--- src/rtl/sb_generic_piped.sv ---
// N-sided routing switch block with a Wilton-style track twist, per-output constant-0 tie-off and optional output flop.
// Configuration arrives on a double-buffered scan chain; only a commit after an exact-length load reaches the muxes.
module sb_generic_piped #(
    parameter int CHANNEL_ONEWAY_WIDTH = 4,
    parameter int NUM_SIDES            = 4,
    parameter int TWIST                = 1
) (
    input  logic                                      clk,
    input  logic                                      rst,
    input  logic [NUM_SIDES*CHANNEL_ONEWAY_WIDTH-1:0] side_in,
    output logic [NUM_SIDES*CHANNEL_ONEWAY_WIDTH-1:0] side_out,
    input  logic                                      scan_in,
    input  logic                                      scan_en,
    output logic                                      scan_out,
    input  logic                                      cfg_commit,
    output logic                                      cfg_valid,
    output logic                                      cfg_err
);

    localparam int W        = CHANNEL_ONEWAY_WIDTH;
    localparam int N        = NUM_SIDES;
    localparam int NOUT     = N * W;
    localparam int SEL_W    = (N > 2) ? $clog2(N - 1) : 1;
    localparam int F        = SEL_W + 1;
    localparam int CFG_BITS = NOUT * F;
    localparam int CNT_W    = $clog2(CFG_BITS + 2);
    localparam int NSRC     = 2 ** SEL_W;

    typedef enum logic [1:0] {
        ST_IDLE,
        ST_SHIFTING,
        ST_LOADED
    } state_e;

    state_e              state_q, state_d;
    logic [CFG_BITS-1:0] shadow_q, shadow_d;
    logic [CFG_BITS-1:0] active_q, active_d;
    logic [CNT_W-1:0]    cnt_q, cnt_d;
    logic                valid_q, valid_d;
    logic                err_q, err_d;
    logic [NOUT-1:0]     pipe_q;
    logic [NOUT-1:0]     mux_out;
    logic [NOUT-1:0]     reg_en;

    logic commit_ok;
    logic load_active;
    logic set_err;
    logic clr_valid;

    // A commit is accepted only on an idle scan clock after exactly CFG_BITS shifts.
    assign commit_ok = cfg_commit && !scan_en && (cnt_q == CNT_W'(CFG_BITS));

    // ---------------- commit FSM: next state ----------------
    always_comb begin
        state_d = state_q;
        if (cfg_commit) begin
            state_d = commit_ok ? ST_LOADED : ST_IDLE;
        end else if (scan_en) begin
            state_d = ST_SHIFTING;
        end
    end

    // ---------------- commit FSM: outputs ----------------
    always_comb begin
        load_active = commit_ok;
        set_err     = cfg_commit && !commit_ok;
        clr_valid   = scan_en && (state_q == ST_LOADED);
    end

    // ---------------- configuration datapath ----------------
    // NOTE: every signal gets its hold value first so no path through this block can infer a latch.
    always_comb begin
        shadow_d = shadow_q;
        active_d = active_q;
        cnt_d    = cnt_q;
        valid_d  = valid_q;
        err_d    = err_q;

        if (scan_en) begin
            shadow_d = {scan_in, shadow_q[CFG_BITS-1:1]};
            if (cnt_q != CNT_W'(CFG_BITS + 1)) begin
                cnt_d = cnt_q + 1'b1;
            end
        end

        // A commit restarts the count; a shift in the same cycle counts as the first bit of a new load.
        if (cfg_commit) begin
            cnt_d = scan_en ? CNT_W'(1) : '0;
        end

        if (load_active) begin
            active_d = shadow_q;
            valid_d  = 1'b1;
        end else if (clr_valid) begin
            valid_d = 1'b0;
        end

        if (set_err) begin
            err_d = 1'b1;
        end
    end

    // NOTE: sequential state uses non-blocking assignments so every flop samples pre-edge values.
    always_ff @(posedge clk or posedge rst) begin
        if (rst) begin
            state_q  <= ST_IDLE;
            shadow_q <= '0;
            active_q <= '0;
            cnt_q    <= '0;
            valid_q  <= 1'b0;
            err_q    <= 1'b0;
            pipe_q   <= '0;
        end else begin
            state_q  <= state_d;
            shadow_q <= shadow_d;
            active_q <= active_d;
            cnt_q    <= cnt_d;
            valid_q  <= valid_d;
            err_q    <= err_d;
            pipe_q   <= mux_out;
        end
    end

    // ---------------- routing muxes ----------------
    // Source k of output (s,i) is the k-th other side (ascending, skipping s), track (i + k*TWIST) mod W; TWIST >= 0.
    for (genvar s = 0; s < N; s++) begin : g_side
        for (genvar i = 0; i < W; i++) begin : g_trk
            localparam int OUT_IDX = s * W + i;

            logic [NSRC-1:0]  srcs;
            logic [SEL_W-1:0] sel;

            for (genvar k = 0; k < NSRC; k++) begin : g_src
                if (k < N - 1) begin : g_live
                    localparam int SRC_SIDE = (k < s) ? k : k + 1;
                    localparam int SRC_TRK  = (i + k * TWIST) % W;
                    assign srcs[k] = side_in[SRC_SIDE*W + SRC_TRK];
                end else begin : g_tie
                    assign srcs[k] = 1'b0;
                end
            end

            assign sel              = active_q[OUT_IDX*F +: SEL_W];
            assign reg_en[OUT_IDX]  = active_q[OUT_IDX*F + SEL_W];
            assign mux_out[OUT_IDX] = srcs[sel];
        end
    end

    assign side_out  = (reg_en & pipe_q) | (~reg_en & mux_out);
    assign scan_out  = shadow_q[0];
    assign cfg_valid = valid_q;
    assign cfg_err   = err_q;

endmodule

--- config.mk ---
export PLATFORM = sky130hd
export DESIGN_NAME = sb_generic_piped
export DESIGN_NICKNAME = d
export VERILOG_FILES = /design/src/rtl/sb_generic_piped.sv
export SDC_FILE = /design/constraint.sdc
export NUM_CORES = 1
export LEC_CHECK = 0
export CORE_UTILIZATION = 52
export DETAILED_ROUTE_END_ITERATION = 12
export GPL_TIMING_DRIVEN = 0
export PLACE_DENSITY = 0.85
export RECOVER_POWER = 25
export SLEW_MARGIN = 20
export SYNTH_ARGS = -nofsm -noshare
export SYNTH_HDL_FRONTEND = slang
export SYNTH_SLANG_ARGS = --single-unit
--- constraint.sdc ---
create_clock -name clk -period 3.83 [get_ports clk]
set_input_delay 0.766 -clock clk [delete_from_list [all_inputs] [get_ports clk]]
set_output_delay 0.766 -clock clk [all_outputs]
set_load 0.005 [all_outputs]
# After elaboration in Yosys (flattened, before gate mapping)
# Index checks and enable logic that the tools add are counted.
# Widths: inputs -> output; s select.
op_classes:
  n_addsub: 1
  magnitude_cmp: 16
  eq_ne: 3
  muxes: 41
  n_bitwise: 4
  reduce_logical: 10
op_table:
  columns: ["cell", "n"]
  rows:
  - ["$lt 2x3->1 const B", 16]
  - ["$and 16x16->16", 2]
  - ["$bmux 1 s2", 16]
  - ["$mux 1", 19]
  - ["$mux 6", 3]
  - ["$not 16->16", 1]
  - ["$or 16x16->16", 1]
  - ["$add 6x1->6 const B", 1]
  - ["$eq 6x6->1 const B", 1]
  - ["$mux 2", 3]
  - ["$ne 6x6->1 const B", 1]
  - ["$reduce_bool 2->1", 3]
  - ["$logic_and 1x1->1", 4]
  - ["$eq 2x2->1 const B", 1]
  - ["$logic_not 1->1", 2]
  - ["$reduce_and 2->1", 1]
word_totals:
  register_bits: 122
  input_bits: 21
  word_cells: 82

# Depth between registers and ports, before layout
depth:
  word_depth: 5
  mapped_depth: 6
  ltp_nobuf: 5

# Worst setup path after synthesis
# OpenSTA, ideal clock, no wires.
synth_timing:
  path_kind: "input -> output"
  from: "in side_in[14]"
  to: "out side_out[0]"
  arrival_ns: 1.234
  t_required_ns: 3.064
  path_slack_ns: 1.830
  stages: 3
  path_buffers: 0
  cell_sequence: "mux2i_1 -> o22ai_1 -> mux2_2"
synth_via:
  elab_chain_len: 4
synth_rtl:
  columns: ["item", "line", "rtl"]
  rows:
  - ["start: declaration", "10", "input logic [NUM_SIDES*CHANNEL_ONEWAY_WIDTH-1:0] side_in,"]
  - ["$bmux 1 s2", "145", "assign mux_out[OUT_IDX] = srcs[sel];"]
  - ["$mux 1 (not written as such)", "145", null]
  - ["via mux_out[0]", "42", "logic [NOUT-1:0] mux_out;"]
  - ["$and 16x16->16", "149", "assign side_out = (reg_en & pipe_q) | (~reg_en & mux_out);"]
  - ["$or 16x16->16", "149", null]
  - ["end: declaration", "11", "output logic [NUM_SIDES*CHANNEL_ONEWAY_WIDTH-1:0] side_out,"]
# The timed path passes the listed nets, and every way through them passes these cells. The select of a mux whose other input is x is not followed.

# Worst setup path after layout
layout_timing:
  from: "in side_in[8]"
  to: "out side_out[14]"
# Same word-level chain as after synthesis.

==> impl_metrics.tcl <==
set metrics [dict create \
    outcome "finished with violations" \
    violations "max-capacitance violations" \
    fillers 719 \
    grt.total_usage_pct 21.39 \
    rows 36 \
    drt-pass1-iter-count 6 \
    start_util_pct 53.67 \
    grt_pass1_wl_um 16140 \
    fp.dieH_um 102.7 \
    hold_path.class "register to register" \
    synthCells 337 \
    p_leak_nw 2.857 \
    fin_crit_sh_pct 86.27 \
    io_buffer_count 38 \
    setup_viol 0 \
    yosysWarningCount 0 \
    async_flop_share_pct 100.0 \
    ys_seq_area_share_pct 57.93 \
    rsz0062_at_grt "no" \
    max_freq_ghz 0.3027 \
    gr-total-overflow 0 \
    drv_slew 0 \
    cts_buffer_depth 2 \
    die_w_um 102.7 \
    fin_crit_ns 3.304 \
    worst_setup_path_end_kind "primary output" \
    p_per_area_nw_per_um2 512.0 \
    final_nets 421 \
    dp_cells 511 \
    drc_errors 0 \
    core_um2 9819 \
    cts_resized 0 \
    timing.final.hold_violations 0 \
    syn_to_final_growth_pct 21.53 \
    num_io_pins 40 \
    max_cap_violations 1 \
    clk_pin_slew_ns 0.06 \
    diodes 0 \
    synth_edf_count 0 \
    final_util_pct 65.23 \
    worstMarginPinSlew_ns 1.490 \
    startpoint_type "primary input" \
    dieArea_um2 10540 \
    gp_congestion 0.7619 \
    synthFlopType "dfrtp_1" \
    cts_tree "built" \
    cp_max_fo 3 \
    vias_per_cell 5.470 \
    ys_types 30 \
    ys_seq_elements 122 \
    dp_hpwl_um 6920 \
    slew_headroom_pct 0.1043 \
    h-tree-depth 4 \
    drtAntennaViolNets 0 \
    grt_pass1_vias 3136 \
    num_vias 2970 \
    required_ns 3.06 \
    fin_tns_setup_ns 0 \
    wl_per_cell_um 18.81 \
    drive_above_1_share_pct 39.27 \
    drt_wl_total_um 10210 \
    numCtsBuffers 17 \
    syn_area_per_cell_um2 15.64 \
    cts-root-buf "clkbuf_8" \
    clock-sinks 122 \
    ir_worst_vdd_mv 0.2921 \
    drt_iter0_drc 82 \
    skew_ns 0.008921 \
    crit_type "primary input to primary output" \
    clk_latency_ns 0.51 \
    antenna_found_initial 0 \
    synth_nets 361 \
    crit_arrival_ns 2.54 \
    whs_ns 0.4768 \
    ctsHoldBuffers 0 \
    post_cts_buffers 0 \
    finalNonFillerCells 543 \
    grt_max_degree 36 \
    synthesis.area_um2 5270 \
]
==> cells by family after synthesis <==
group | count (synthesis) | share of synthesized area (%)
compound gates | 26 | 2.991
xor+xnor | 2 | 0.3324
fa+ha+maj | 3 | 0.7123
buf+inv | 18 | 3.276
flops | 122 | 57.93
mux | 128 | 30.32
simple gates | 38 | 4.440
==> metal layers <==
layer	global-route usage (%)	vias to the layer above	part of all wire (%)
met5	0	-	0
met4	8.901	0	1.7
met3	6.847	19	4.1
met2	34.26	65	50
met1	26.90	1540	44
li1	-	1346	-
==> final cells by class <==
class | count | area (µm²) | area share, %
flip-flops and latches | 122 | 3053 | 47.67
multi-input cells | 197 | 2044 | 31.92
plain buffers | 13 | 153.9 | 2.403
repair buffers | 41 | 424.2 | 6.622
clock inverters | 15 | 128.9 | 2.012
inverters | 5 | 20.02 | 0.3126
clock buffers | 17 | 414.1 | 6.466
well taps | 133 | 166.4 | 2.598
==> flip-flops by register name, indices dropped and copies added, names as in the netlist <==
signal / flops
active_q: 48
shadow_q: 48
pipe_q: 16
cnt_q: 6
state_q: 2
cfg_err: 1
cfg_valid: 1
==> through the flow <==
| step | setup WS [ns] | area (µm²) | power [mW] |
|---|---|---|---|
| floorplan | 1.567 | 5274 | 1.730 |
| global placement | 0.5251 | 5821 | 1.827 |
| detailed placement | 0.5604 | 5881 | 1.863 |
| CTS | 0.5548 | 6424 | 3.306 |
| global route | 0.4206 | 6405 | 3.401 |
| finish | 0.5259 | 6405 | 3.279 |
==> path summary, 6_finish.rpt <==
path	start	end	slack [ns]	cells after the start
min reg2reg	cfg_err	cfg_err	0.48	1
max	side_in[8]	side_out[14]	0.53	5
min	cfg_err	cfg_err	0.48	1
max reg2reg	cnt_q[2]	active_q[27]	2.05	5
min in group asynchronous	rst	active_q[32]	1.05	2
max in group asynchronous	rst	shadow_q[42]	0.94	3
==> layout by cell type (no fill, tap or decap), types with 2 or more instances in the layout <==
cell	synthesis	final
mux2_4	47	47
ha_1	3	3
buf_1	2	2
xor2_1	2	2
buf_2	3	3
o21ai_0	12	12
mux2i_1	16	16
clkdlybuf4s50_1	0	30
clkinv_2	0	4
nand4_1	4	4
inv_1	5	4
o22ai_1	5	5
nor2_1	5	5
nand2_1	8	8
nand3b_1	12	12
nand3_1	4	4
clkbuf_1	1	2
a21o_1	2	2
buf_12	6	8
mux2_2	65	65
clkbuf_16	0	16
dfrtp_1	122	122
dlygate4sd3_1	0	8
a21oi_1	3	3
clkinv_4	0	2
clkinvlp_4	0	7
==> where the power goes <==
part | internal, mW | total [mW] | switching (mW) | leakage (nW)
logic | 0.171 | 0.291 | 0.119 | 1.00
clock network | 0.855 | 1.43 | 0.578 | 0.248
registers | 1.44 | 1.56 | 0.119 | 1.61
total | 2.46 | 3.28 | 0.816 | 2.86
==> critical path, stage by stage <==
cell	delay [ns]
dlygate4sd3_1	0.68
mux2i_1	0.11
o21ai_0	0.28
mux2_2	0.21
clkdlybuf4s50_1	0.49
==> cells in the mapped netlist (2+ instances only) <==
master      n  share of area (%)
buf_2       3               0.28
xor2_1      2               0.33
nand3b_1   12                1.7
dfrtp_1   122                 58
nor2_1      5               0.36
buf_1       2               0.14
nand3_1     4               0.38
ha_1        3               0.71
a21o_1      2               0.28
mux2_4     47                 13
inv_1       5               0.36
o21ai_0    12                1.1
mux2i_1    16                3.0
a21oi_1     3               0.28
buf_12      6                2.3
mux2_2     65                 14
o22ai_1     5               0.59
nand2_1     8               0.57
nand4_1     4               0.47
Power figures use the tool's default switching activity.
==> variant: new RTL, config.mk and constraints unchanged <==
Register the input `side_in` before use, cleared by the reset. The logic sees it one clock later. The other inputs are not delayed to match.
--- a/src/rtl/sb_generic_piped.sv
+++ b/src/rtl/sb_generic_piped.sv
@@ -31,6 +31,16 @@
         ST_SHIFTING,
         ST_LOADED
     } state_e;
+
+    logic [NUM_SIDES*CHANNEL_ONEWAY_WIDTH-1:0] side_q;
+
+    always_ff @(posedge clk or posedge rst) begin
+        if (rst) begin
+            side_q <= '0;
+        end else begin
+            side_q <= side_in;
+        end
+    end
 
     state_e              state_q, state_d;
     logic [CFG_BITS-1:0] shadow_q, shadow_d;
@@ -134,7 +144,7 @@
                 if (k < N - 1) begin : g_live
                     localparam int SRC_SIDE = (k < s) ? k : k + 1;
                     localparam int SRC_TRK  = (i + k * TWIST) % W;
-                    assign srcs[k] = side_in[SRC_SIDE*W + SRC_TRK];
+                    assign srcs[k] = side_q[SRC_SIDE*W + SRC_TRK];
                 end else begin : g_tie
                     assign srcs[k] = 1'b0;
                 end
Function: changed (Yosys sat finds a counterexample within 4 cycles, from zero or initial values and one cycle with rst high).
==> variant against the original RTL <==
Synthesized area is 7.4% higher; setup slack better by 0.41 ns; final cell count is 3.3% higher; final area is 6.7% higher; total power is 6.9% higher; sequential cell count is 16 higher; wire length is 4.4% higher; clock power is 3% higher; core utilization is 0.36 points higher; non-clock buffer count is 1 higher; critical endpoint is now side_out[13]; largest cell class unchanged.
==> variant: results (changes against the original RTL) <==
metric;value;unit;change
final setup skew;0.01214;ns;was 0.008921 ns
multiplexer area fraction after synthesis;28.24;%;was 30.32%
fill cell count;711;;was 719
worst setup slack after placement;1.188;ns;was 0.5604 ns
share of cells above drive strength 1;37.41;%;was 39.27%
number of vias in the routed layout;3113;;was 2,970
worst rel slew slack;57.14;%;was 0.1043%
cells taking the most area after synthesis;sky130_fd_sc_hd__dfrtp_1, sky130_fd_sc_hd__mux2_2, sky130_fd_sc_hd__mux2_4;;unchanged
global-route wire length before repair;17.73;mm;was 16.14 mm
detailed-route vias per instance;5.549;;was 5.470
Post-DP Area;0.006300;mm^2;was 0.005881 mm^2
LEAKAGE;3.084;nW;was 2.857 nW
Regs by FF count;active_q: 48 flops, shadow_q: 48 flops;;was active_q: 48 flops, shadow_q: 48 flops, pipe_q: 16 flops
half-perimeter wire length after placement;7.113;mm;was 6.920 mm
placed cell count;531;;was 511
xor/xnor share of the synthesized area;0.3096;%;was 0.3324%
Layout Nets;438;;was 421
drt pass-1 iters;4;;was 6
outcome;finished, final reports clean;;was finished with violations
synthesized instance count;353;;was 337
wirelength, routed;10.67;mm;was 10.21 mm
cell type of the slowest stage on the worst timing path;sky130_fd_sc_hd__clkdlybuf4s50_1;;was sky130_fd_sc_hd__dlygate4sd3_1
number of nets produced by synthesis;377;;was 361
Seq/Total Area, Yosys;61.03;%;was 57.93%
Synth Area in Compound Gates;2.897;%;was 2.991%
maximum single-stage delay on the critical path;0.49;ns;was 0.68 ns
GRT Resource Usage Total;21.19;%;was 21.39%
RePlAce Congestion;0.7776;;was 0.7619
commonest cells in the synthesized netlist;sky130_fd_sc_hd__dfrtp_1, sky130_fd_sc_hd__mux2_2, sky130_fd_sc_hd__mux2_4;;unchanged
Area Growth Syn to Fin;20.74;%;was 21.53%
Max rail drop VDD;335.1;uV;was 292.1 uV
synthesized-area fraction occupied by adder cells;0.6634;%;was 0.7123%
## variant: changes by cell type after synthesis, sizes merged
cell / change
nand2: +5
o22ai: +5
dfrtp: +16
o21ai: -5
nand3b: -5
## variant: kinds of logic (layout without fill, tap and decap cells)
family	after synthesis	after routing
simple gates	38	38
fa+ha+maj	3	3
compound gates	26	26
xor+xnor	2	2
buf+inv	18	90
mux	128	128
flops	138	138
## variant: power groups by stage
stage | Clock (W) | Sequential, W | Combinational, W
final | 0.00147 | 0.00175 | 0.000285
after global routing | 0.00155 | 0.00177 | 0.000313
after CTS | 0.00149 | 0.00175 | 0.000293
after detailed placement | 0 | 0.00177 | 0.000286
after global placement | 0 | 0.00175 | 0.000261
after floorplan | 0 | 0.00171 | 0.000203
## variant: cell type report
type	instances	share of cell area (%)
sequential	138	50.55
clock inverter	8	1.044
buffer	13	2.253
multi-input combinational	197	29.74
clock buffer	22	6.777
tap	136	2.491
timing repair buffer	42	6.850
inverter	5	0.2930
## variant: worst max-delay path: cells and delay by family, from the launching register on
kind	cells	cell delay, ns
mux	2	0.33
flops	1	0.46
compound gates	1	0.33
buf+inv	1	0.49
## variant: layer usage
metal | track usage (%) | part of all wire (%)
met5 | 0 | 0
met3 | 5.825 | 3.2
met1 | 26.46 | 44
met2 | 35.20 | 51
met4 | 8.036 | 1.5
## variant: final timing paths
check                                 from            to  slack [ns]  depth (start not counted)
worst min-delay path            state_q[1]    state_q[1]        0.48                          1
min in group asynchronous              rst  active_q[14]        0.76                          2
worst max-delay path            side_q[11]  side_out[13]        0.93                          4
worst max register to register    cnt_q[3]  active_q[22]        2.04                          5
max in group asynchronous              rst  shadow_q[22]        2.06                          5
worst min register to register  state_q[1]    state_q[1]        0.48                          1
